--- src/rtl/pad_attr_ctrl.sv ---
// pad_attr_ctrl: pad-attribute write controller.
// Software writes are masked against the target pad's supported-attribute
// (WARL) mask. The result is held in a per-pad shadow register and then
// shifted MSB-first to the pad ring, followed by a one-cycle latch strobe.
// Optional build macro: PAD_ATTR_CTRL_PARITY_EN appends an even-parity bit
// (XOR of the masked word) after the data bits, so SHIFT is one cycle longer.
module pad_attr_ctrl #(
  parameter int NumPads = 4,
  parameter int AttrDw  = 32,
  parameter int PadIdxW = (NumPads > 1) ? $clog2(NumPads) : 1
) (
  input  logic                      clk_i,
  input  logic                      rst_i,
  input  logic [NumPads*AttrDw-1:0] warl_mask_i,
  input  logic                      req_valid_i,
  output logic                      req_ready_o,
  input  logic [PadIdxW-1:0]        req_pad_i,
  input  logic [AttrDw-1:0]         req_attr_i,
  output logic                      resp_valid_o,
  output logic                      resp_err_o,
  output logic [AttrDw-1:0]         resp_attr_o,
  output logic [NumPads*AttrDw-1:0] attr_o,
  output logic [PadIdxW-1:0]        pad_sel_o,
  output logic                      pad_shift_o,
  output logic                      pad_sdata_o,
  output logic                      pad_latch_o,
  output logic                      busy_o
);

`ifdef PAD_ATTR_CTRL_PARITY_EN
  localparam int ShW = AttrDw + 1;  // data bits followed by the parity bit
`else
  localparam int ShW = AttrDw;
`endif
  localparam int CntW = (ShW > 1) ? $clog2(ShW) : 1;

  typedef enum logic [1:0] {
    IDLE  = 2'd0,
    SHIFT = 2'd1,
    LATCH = 2'd2
  } state_e;

  state_e              state_q, state_d;
  logic                ready_q, ready_d;
  logic                resp_valid_q, resp_valid_d;
  logic                resp_err_q, resp_err_d;
  logic [AttrDw-1:0]   resp_attr_q, resp_attr_d;
  logic [PadIdxW-1:0]  pad_sel_q, pad_sel_d;
  logic [ShW-1:0]      shreg_q, shreg_d;
  logic [CntW-1:0]     cnt_q, cnt_d;
  logic [AttrDw-1:0]   shadow_q [NumPads];
  logic [AttrDw-1:0]   shadow_d [NumPads];

  logic [AttrDw-1:0]   warl_mask [NumPads];
  logic [AttrDw-1:0]   sel_mask;
  logic [AttrDw-1:0]   masked;
  logic                pad_hit;
  logic                accept;

  // Unpack the flat mask bus and pack the shadow registers onto attr_o.
  for (genvar gi = 0; gi < NumPads; gi++) begin : g_pad
    assign warl_mask[gi]                 = warl_mask_i[gi*AttrDw +: AttrDw];
    assign attr_o[gi*AttrDw +: AttrDw]   = shadow_q[gi];
  end

  // Select the target pad's mask; no match means the index is out of range.
  always_comb begin
    sel_mask = '0;
    pad_hit  = 1'b0;
    for (int k = 0; k < NumPads; k++) begin
      if (req_pad_i == PadIdxW'(k)) begin
        sel_mask = warl_mask[k];
        pad_hit  = 1'b1;
      end
    end
  end

  assign masked = req_attr_i & sel_mask;
  assign accept = req_valid_i & ready_q;

  // Next-state, shadow update and response generation.
  always_comb begin
    state_d      = state_q;
    resp_valid_d = 1'b0;
    resp_err_d   = 1'b0;
    resp_attr_d  = '0;
    pad_sel_d    = pad_sel_q;
    shreg_d      = shreg_q;
    cnt_d        = cnt_q;
    shadow_d     = shadow_q;

    unique case (state_q)
      IDLE: begin
        if (accept) begin
          resp_valid_d = 1'b1;
          if (pad_hit) begin
            resp_attr_d = masked;
            for (int k = 0; k < NumPads; k++) begin
              if (req_pad_i == PadIdxW'(k)) shadow_d[k] = masked;
            end
`ifdef PAD_ATTR_CTRL_PARITY_EN
            shreg_d = {masked, ^masked};
`else
            shreg_d = masked;
`endif
            pad_sel_d = req_pad_i;
            cnt_d     = '0;
            state_d   = SHIFT;
          end else begin
            resp_err_d = 1'b1;
          end
        end
      end
      SHIFT: begin
        shreg_d = shreg_q << 1;
        cnt_d   = cnt_q + CntW'(1);
        if (cnt_q == CntW'(ShW - 1)) state_d = LATCH;
      end
      LATCH: begin
        state_d = IDLE;
      end
      default: begin
        state_d = IDLE;
      end
    endcase

    // Ready is registered so it tracks the state we are about to enter.
    ready_d = (state_d == IDLE);
  end

  // State and datapath registers; reset aborts any shift in progress.
  always_ff @(posedge clk_i or posedge rst_i) begin
    if (rst_i) begin
      state_q      <= IDLE;
      ready_q      <= 1'b0;
      resp_valid_q <= 1'b0;
      resp_err_q   <= 1'b0;
      resp_attr_q  <= '0;
      pad_sel_q    <= '0;
      shreg_q      <= '0;
      cnt_q        <= '0;
      for (int k = 0; k < NumPads; k++) shadow_q[k] <= '0;
    end else begin
      state_q      <= state_d;
      ready_q      <= ready_d;
      resp_valid_q <= resp_valid_d;
      resp_err_q   <= resp_err_d;
      resp_attr_q  <= resp_attr_d;
      pad_sel_q    <= pad_sel_d;
      shreg_q      <= shreg_d;
      cnt_q        <= cnt_d;
      for (int k = 0; k < NumPads; k++) shadow_q[k] <= shadow_d[k];
    end
  end

  assign req_ready_o  = ready_q;
  assign resp_valid_o = resp_valid_q;
  assign resp_err_o   = resp_err_q;
  assign resp_attr_o  = resp_attr_q;
  assign pad_sel_o    = pad_sel_q;
  assign pad_shift_o  = (state_q == SHIFT);
  assign pad_sdata_o  = (state_q == SHIFT) & shreg_q[ShW-1];
  assign pad_latch_o  = (state_q == LATCH);
  assign busy_o       = (state_q != IDLE);

endmodule
--- config.mk ---
export PLATFORM = sky130hd
export DESIGN_NAME = pad_attr_ctrl
export DESIGN_NICKNAME = d
export VERILOG_FILES = /design/src/rtl/pad_attr_ctrl.sv
export SDC_FILE = /design/constraint.sdc
export NUM_CORES = 1
export LEC_CHECK = 0
export CORE_MARGIN = 1
export CORE_UTILIZATION = 42
export CTS_BUF_LIST = sky130_fd_sc_hd__clkbuf_2 sky130_fd_sc_hd__clkbuf_4 sky130_fd_sc_hd__clkbuf_8
export CTS_CLUSTER_DIAMETER = 40
export DETAILED_ROUTE_END_ITERATION = 8
export MAX_ROUTING_LAYER = met4
export PLACE_DENSITY = 0.79
export SLEW_MARGIN = 20
export SYNTH_ARGS = -nofsm -noshare
export SYNTH_HDL_FRONTEND = slang
export SYNTH_SLANG_ARGS = --single-unit
export TNS_END_PERCENT = 5
--- constraint.sdc ---
create_clock -name clk_i -period 5.8 [get_ports clk_i]
set_input_delay 0.58 -clock clk_i [delete_from_list [all_inputs] [get_ports clk_i]]
set_output_delay 0.58 -clock clk_i [all_outputs]
set_load 0.01 [all_outputs]
==> impl_summary.log, run 1 <==
[metrics] number of sinks driven by the clock tree: 204
[metrics] number of global-route vias before repair: 7237
[metrics] post-detailed-route count of antenna-violating nets: 0
[metrics] post-synthesis instance total: 730
[metrics] endpoints failing hold: 0
[metrics] Avg Vias per Cell: 5.18
[metrics] fraction of final layout cells sized beyond drive strength 1: 0.163
[metrics] antenna violations before repair: 0
[metrics] hold path startpoint: cnt_q[3]
[metrics] drt pass-1 iters: 4
[metrics] combined area of all synthesized cells: 9140 µm²
[metrics] Yosys warning count: 0
[metrics] Post-Synthesis Net Count: 897
[metrics] most frequent standard cell in the layout excluding fill and tap cells: clkdlybuf4s50_1
[metrics] Final Worst Setup Slack: 2.56 ns
[metrics] number of slew-limit violations in the final report: 0
[metrics] detailed-route wire length: 25800 µm
[metrics] Total Die Area: 22300 µm²
[metrics] number of placement rows: 53
[metrics] core outline area: 21200 µm²
[metrics] clock buffer count from CTS: 36
[metrics] max_slew headroom: 0.251
[metrics] Post-CTS Setup Bufs: 0
[metrics] first-pass GRT wire length: 39300 µm
[metrics] worst-path maximum fanout: 69
[metrics] Inserted Diodes: 0
[metrics] Post-Layout Cell Count: 1359
[metrics] post-placement cell count: 1301
[metrics] leakage power summed over all cells: 6.38 nW
[metrics] required time reported for the critical path endpoint: 6.17 ns
[metrics] share of the clock period used by the worst path after layout: 0.559
[metrics] result of the run: complete, no violations
[metrics] launching element of the worst setup path: state_q[1]
[metrics] type of the worst setup path: reg -> reg
[metrics] post-CTS resize count: 0
[metrics] Setup Slack @ Placement: 1.64 ns
[metrics] worst reg2reg path depth: 5
[metrics] sequential cell area fraction in the yosys report: 0.559
[metrics] type of the most critical hold path: reg -> reg
[metrics] worst skew pair latency: 0.50 ns
[metrics] power density normalized to cell area: 309 nW/µm²
[metrics] r2r setup slk: 2.56 ns
[metrics] unrepaired setup endpoints after global routing: false
[metrics] Post-Synthesis Mean Instance Area: 12.5 µm²
[metrics] slew at the pin closest to its max-slew limit: 1.12 ns
[metrics] count of state elements after synthesis: 204
[metrics] buffers from clock root to sink, at most: 3
[metrics] largest net degree at the start of global routing: 100
[metrics] global-route usage over all layers: 0.239
[metrics] Root Buffer: clkbuf_8
[metrics] number of synthesized flops with an enable pin: 0
[metrics] average detailed-routed wire length per instance: 19.0 µm
[metrics] commonest cells after routing, fill and taps aside: 331 x clkdlybuf4s50_1, 204 x dfrtp_1, 101 x mux2_2
[metrics] maximum vdd drop: 0.163 mV
[metrics] setup skew after layout: 0.0101 ns
[metrics] arrival time worst endpoint: 3.61 ns
[metrics] max_cap viols: 0
[metrics] post-synthesis cell type count: 35
[metrics] area growth from synthesis to layout: 46.2%
[metrics] DRC violations left: 0
[metrics] worst setup path end: attr_o[113]
[metrics] Layout Nets: 1231
[metrics] Detail Placement HPWL: 17900 µm
[metrics] H-tree level count: 2
[metrics] share of flip-flops with an asynchronous set or reset after synthesis: 1.00
[metrics] CTS tree: yes
[metrics] accumulated negative setup slack: 0 ns
[metrics] type of destination of the critical path: register
[metrics] Period minus WS final: 3.24 ns
[metrics] routed via count: 7038
[metrics] vertical die dimension: 149 µm
[metrics] Routability Congestion: 0.824
[metrics] reg-to-reg critical path startpoint: state_q[1]
[metrics] startpoint class of the critical path: register
[metrics] reg-to-reg endpoint: attr_o[113]
[metrics] maximum achievable frequency: 309 MHz
[metrics] hold_buf cts: 0
[metrics] count of routing violations after the opening detailed-route iteration: 252
[metrics] predominant post-synthesis flop cell: dfrtp_1
[metrics] Setup violations, final: 0
[metrics] count of input and output buffers: 333
[metrics] total gr overflow: 0
[metrics] Initial Util: 0.432
[metrics] die span in x: 149 µm
[metrics] clock-pin transition on the worst setup and hold timing paths: 0.06 ns
[metrics] IO Count: 334
==> cell type report <==
| class | count | area (µm²) |
|---|---|---|
| Fill cell | 1725 | 7790 |
| Sequential cell | 204 | 5100 |
| Multi-Input combinational cell | 464 | 3730 |
| Timing Repair Buffer | 340 | 3390 |
| Clock buffer | 49 | 618 |
| Tap cell | 275 | 344 |
| Clock inverter | 9 | 95.1 |
| Inverter | 18 | 73.8 |
==> worst min-delay path by stage <==
stage                 end  slack (ns)  depth (start not counted)
2_1_floorplan    cnt_q[3]        0.44                          1
3_3_place_gp     cnt_q[3]        0.46                          1
3_5_place_dp     cnt_q[3]        0.47                          1
4_1_cts          cnt_q[3]        0.47                          1
5_1_grt        attr_o[61]        0.51                          1
6_report         cnt_q[3]        0.47                          1
==> synth_stat cells, types with 2 or more instances <==
master / number / area share
a221o_1: 31 / 0.034
a22o_1: 3 / 0.0029
and2_1: 64 / 0.044
buf_1: 2 / 0.00082
buf_2: 17 / 0.0093
buf_4: 7 / 0.0058
buf_6: 4 / 0.0049
clkbuf_1: 13 / 0.0053
dfrtp_1: 204 / 0.56
ha_1: 2 / 0.0027
inv_1: 17 / 0.0070
mux2_1: 12 / 0.015
mux2_2: 101 / 0.12
mux2i_1: 80 / 0.088
nand2_1: 55 / 0.023
nand2b_1: 32 / 0.022
nor2_1: 32 / 0.013
nor2b_1: 2 / 0.0014
o21ai_0: 4 / 0.0022
o22ai_1: 32 / 0.022
or2_2: 2 / 0.0014
==> logic make-up after synthesis <==
group / count (synthesis) / synth area share
mux: 193 / 0.227
compound gates: 72 / 0.0623
buf+inv: 62 / 0.0344
other cells: 1 / 0.000410
flops: 204 / 0.559
fa+ha+maj: 2 / 0.00274
simple gates: 196 / 0.114
==> through the flow <==
| stage | total power [mW] | instance area [µm²] | util | hold WS, ns |
|---|---|---|---|---|
| global placement | 2.80 | 12600 | 0.597 | 0.463 |
| detailed placement | 2.83 | 12600 | 0.597 | 0.465 |
| CTS | 4.18 | 13400 | 0.631 | 0.473 |
| global route | 4.35 | 13400 | 0.632 | 0.505 |
| floorplan | 2.31 | 9140 | - | 0.437 |
| finish | 4.13 | 13400 | 0.632 | 0.471 |
==> sequential cells by signal, indices dropped and copies added (netlist names) <==
name and count:
shreg_q 32, req_ready_o 1, resp_err_o 1, attr_o 128, state_q 2, resp_attr_o 32, cnt_q 5, resp_valid_o 1
pad_sel_o 2
==> layer usage <==
layer	routed length, µm	global-route usage
met5	0	-
met4	557	0.0745
met3	2090	0.0616
met2	12700	0.395
met1	10500	0.286
==> where the power goes <==
part / internal [mW] / switching, mW
clock: 0.775 / 0.560
sequential: 1.64 / 0.120
combinational: 0.573 / 0.467
==> critical path, stage by stage, from the launching register on <==
cell,delay (ns)
dfrtp_1,0.46
nand4bb_1,0.54
inv_4,0.72
nand3_2,0.59
buf_4,0.47
mux2_2,0.32
No activity file was read; power rests on OpenSTA's default activity.
==> run 2, diff against run 1 <==
clock period = 2.7 ns   (was 5.8 ns; I/O delays follow)
==> run 2 against run 1 <==
Die area is the same; worst hold slack lost 0.30 ns; via count shrank 0.58%; register-to-register slack lost 2.1 ns; worst setup slack lost 2.2 ns; cell count grew 0.81%; highest routed layer unchanged; global-route usage shrank 0.24 points; utilization grew 0.67 points; combinational power grew 120%.
==> impl_summary.log, run 2 (same netlist as run 1, synthesis figures left out) <==
[metrics] worst skew pair latency: 0.51 ns (about the same)
[metrics] Layout Nets: 1242 (+0.89%)
[metrics] drt pass-1 iters: 5 (+1)
[metrics] number of sinks driven by the clock tree: 204 (unchanged)
[metrics] post-placement cell count: 1312 (+0.85%)
[metrics] count of input and output buffers: 333 (unchanged)
[metrics] result of the run: complete, no violations
[metrics] Initial Util: 0.432 (unchanged)
[metrics] worst-path maximum fanout: 19 (-72%)
[metrics] detailed-route wire length: 25700 µm (-0.16%)
[metrics] Inserted Diodes: 0 (unchanged)
[metrics] startpoint class of the critical path: register
[metrics] Root Buffer: clkbuf_8
[metrics] Period minus WS final: 2.35 ns
[metrics] fraction of final layout cells sized beyond drive strength 1: 0.172 (+0.00841)
[metrics] maximum achievable frequency: 425 MHz
[metrics] post-detailed-route count of antenna-violating nets: 0 (unchanged)
[metrics] Routability Congestion: 0.785 (-4.7%)
[metrics] number of global-route vias before repair: 7127 (-1.5%)
[metrics] hold_buf cts: 0 (unchanged)
[metrics] DRC violations left: 0 (unchanged)
[metrics] Setup violations, final: 0 (unchanged)
[metrics] H-tree level count: 2 (unchanged)
[metrics] max FFs per register: 128 (unchanged)
[metrics] max_slew headroom: 0.496 (+0.245)
[metrics] setup skew after layout: 0.0199 ns (+0.00988 ns)
[metrics] clock buffer count from CTS: 36 (unchanged)
[metrics] buffers from clock root to sink, at most: 3 (unchanged)
[metrics] max_cap viols: 0 (unchanged)
[metrics] count of routing violations after the opening detailed-route iteration: 178 (-29%)
[metrics] endpoints failing hold: 0 (unchanged)
[metrics] Max stage delay on crit path: 0.54 ns (-0.18 ns)
[metrics] most frequent standard cell in the layout excluding fill and tap cells: clkdlybuf4s50_1
[metrics] CTS tree: yes
[metrics] type of the most critical hold path: in -> async
[metrics] Final Worst Setup Slack: 0.346 ns (-2.21 ns)
[metrics] Detail Placement HPWL: 18300 µm (+2.0%)
[metrics] share of the clock period used by the worst path after layout: 0.872
[metrics] IO Count: 334 (unchanged)
[metrics] required time reported for the critical path endpoint: 2.43 ns (-3.74 ns)
[metrics] slowest cell on the critical path: clkdlybuf4s50_1
[metrics] average detailed-routed wire length per instance: 18.8 µm (-0.96%)
[metrics] routed via count: 6997 (-0.58%)
[metrics] cell class contributing the biggest share of worst-path delay: simple AND/OR/NAND/NOR gates
[metrics] number of placement rows: 53 (unchanged)
[metrics] global-route usage over all layers: 0.237 (-0.00240)
[metrics] maximum vdd drop: 0.405 mV (+150%)
[metrics] vertical die dimension: 149 µm (unchanged)
[metrics] number of slew-limit violations in the final report: 0 (unchanged)
[metrics] leakage power summed over all cells: 6.44 nW (+0.99%)
[metrics] post-route core utilization: 0.638 (+0.00668)
[metrics] largest net degree at the start of global routing: 78 (-22%)
[metrics] type of destination of the critical path: output port
[metrics] power density normalized to cell area: 659 nW/µm² (+110%)
[metrics] Post-CTS Setup Bufs: 0 (unchanged)
[metrics] Avg Vias per Cell: 5.11 (-1.4%)
[metrics] total power after layout: 8.90 mW (+120%)
[metrics] Post-Layout Cell Count: 1370 (+0.81%)
[metrics] Total Die Area: 22300 µm² (unchanged)
[metrics] total gr overflow: 0 (unchanged)
[metrics] Setup Slack @ Placement: 0.320 ns (-1.32 ns)
[metrics] commonest cells after routing, fill and taps aside: 331 x clkdlybuf4s50_1, 204 x dfrtp_1, 101 x mux2_2
[metrics] total buffers and inverters traversed by the critical path: 1 (-1)
[metrics] antenna violations before repair: 0 (unchanged)
[metrics] worst-path cell chain: nor2b_4, and2_1, clkdlybuf4s50_1
[metrics] first-pass GRT wire length: 39100 µm (-0.48%)
[metrics] slew at the pin closest to its max-slew limit: 0.755 ns (-0.364 ns)
[metrics] die span in x: 149 µm (unchanged)
[metrics] core outline area: 21200 µm² (unchanged)
[metrics] type of the worst setup path: reg -> out
[metrics] post-CTS resize count: 0 (unchanged)
[metrics] arrival time worst endpoint: 2.08 ns (-1.53 ns)
[metrics] clock-pin transition on the worst setup and hold timing paths: 0.06 ns (about the same)
[metrics] unrepaired setup endpoints after global routing: false
[metrics] area growth from synthesis to layout: 47.8%
==> run 2: cell count changes in the layout (fill, tap and decap cells not counted), sizes merged <==
cell / previous run / this run
clkbuf: 49 / 56
buf: 9 / 20
clkinv: 7 / 2
bufinv: 2 / 0
==> run 2: routing by layer <==
layer | up-vias | wire (µm) | global-route usage
met2 | 284 | 12600 | 0.391
met4 | 0 | 392 | 0.0597
li1 | 3238 | - | -
met3 | 35 | 2270 | 0.0759
met1 | 3440 | 10500 | 0.278
met5 | - | 0 | -
==> run 2: worst reg2reg max path, stage by stage, from the launching register on <==
cell and delay [ns]:
dfrtp_1 0.46, nand4bb_1 0.55, nor3b_4 0.34, buf_4 0.32, mux2_2 0.39
==> run 2: where the power goes <==
part	switching [mW]	internal (mW)
Combinational	1.01	1.25
Sequential	0.258	3.52
Clock	1.19	1.68
Total	2.45	6.45
==> run 2: metrics by stage <==
stage	TNS (ns)	hold WS, ns	cell area [µm²]
after floorplan	-43.71	0.404	9140
after global placement	0	0.459	12800
after detailed placement	0	0.462	12800
after CTS	0	0.154	13500
after global routing	0	0.195	13500
final	0	0.168	13500
==> run 2: final timing paths <==
kind / startpoint / end / slack [ns] / depth (start not counted)
min reg2reg: pad_sel_o[0] / pad_sel_o[0] / 0.47 / 2
max reg2reg: state_q[1] / attr_o[35] / 0.51 / 4
min: rst_i / attr_o[97] / 0.17 / 2
min in group clk_i: req_pad_i[1] / pad_sel_o[1] / 0.33 / 4
max in group asynchronous: rst_i / attr_o[14] / 1.78 / 3
max: state_q[1] / pad_sdata_o / 0.35 / 3
==> run 2: area by class of cell <==
cell class | instances | area [µm²]
Tap cell | 275 | 344
Inverter | 18 | 73.8
Sequential cell | 204 | 5100
Multi-Input combinational cell | 464 | 3720
Fill cell | 1686 | 7650
Clock inverter | 2 | 10.0
Clock buffer | 56 | 721
Timing Repair Buffer | 351 | 3520
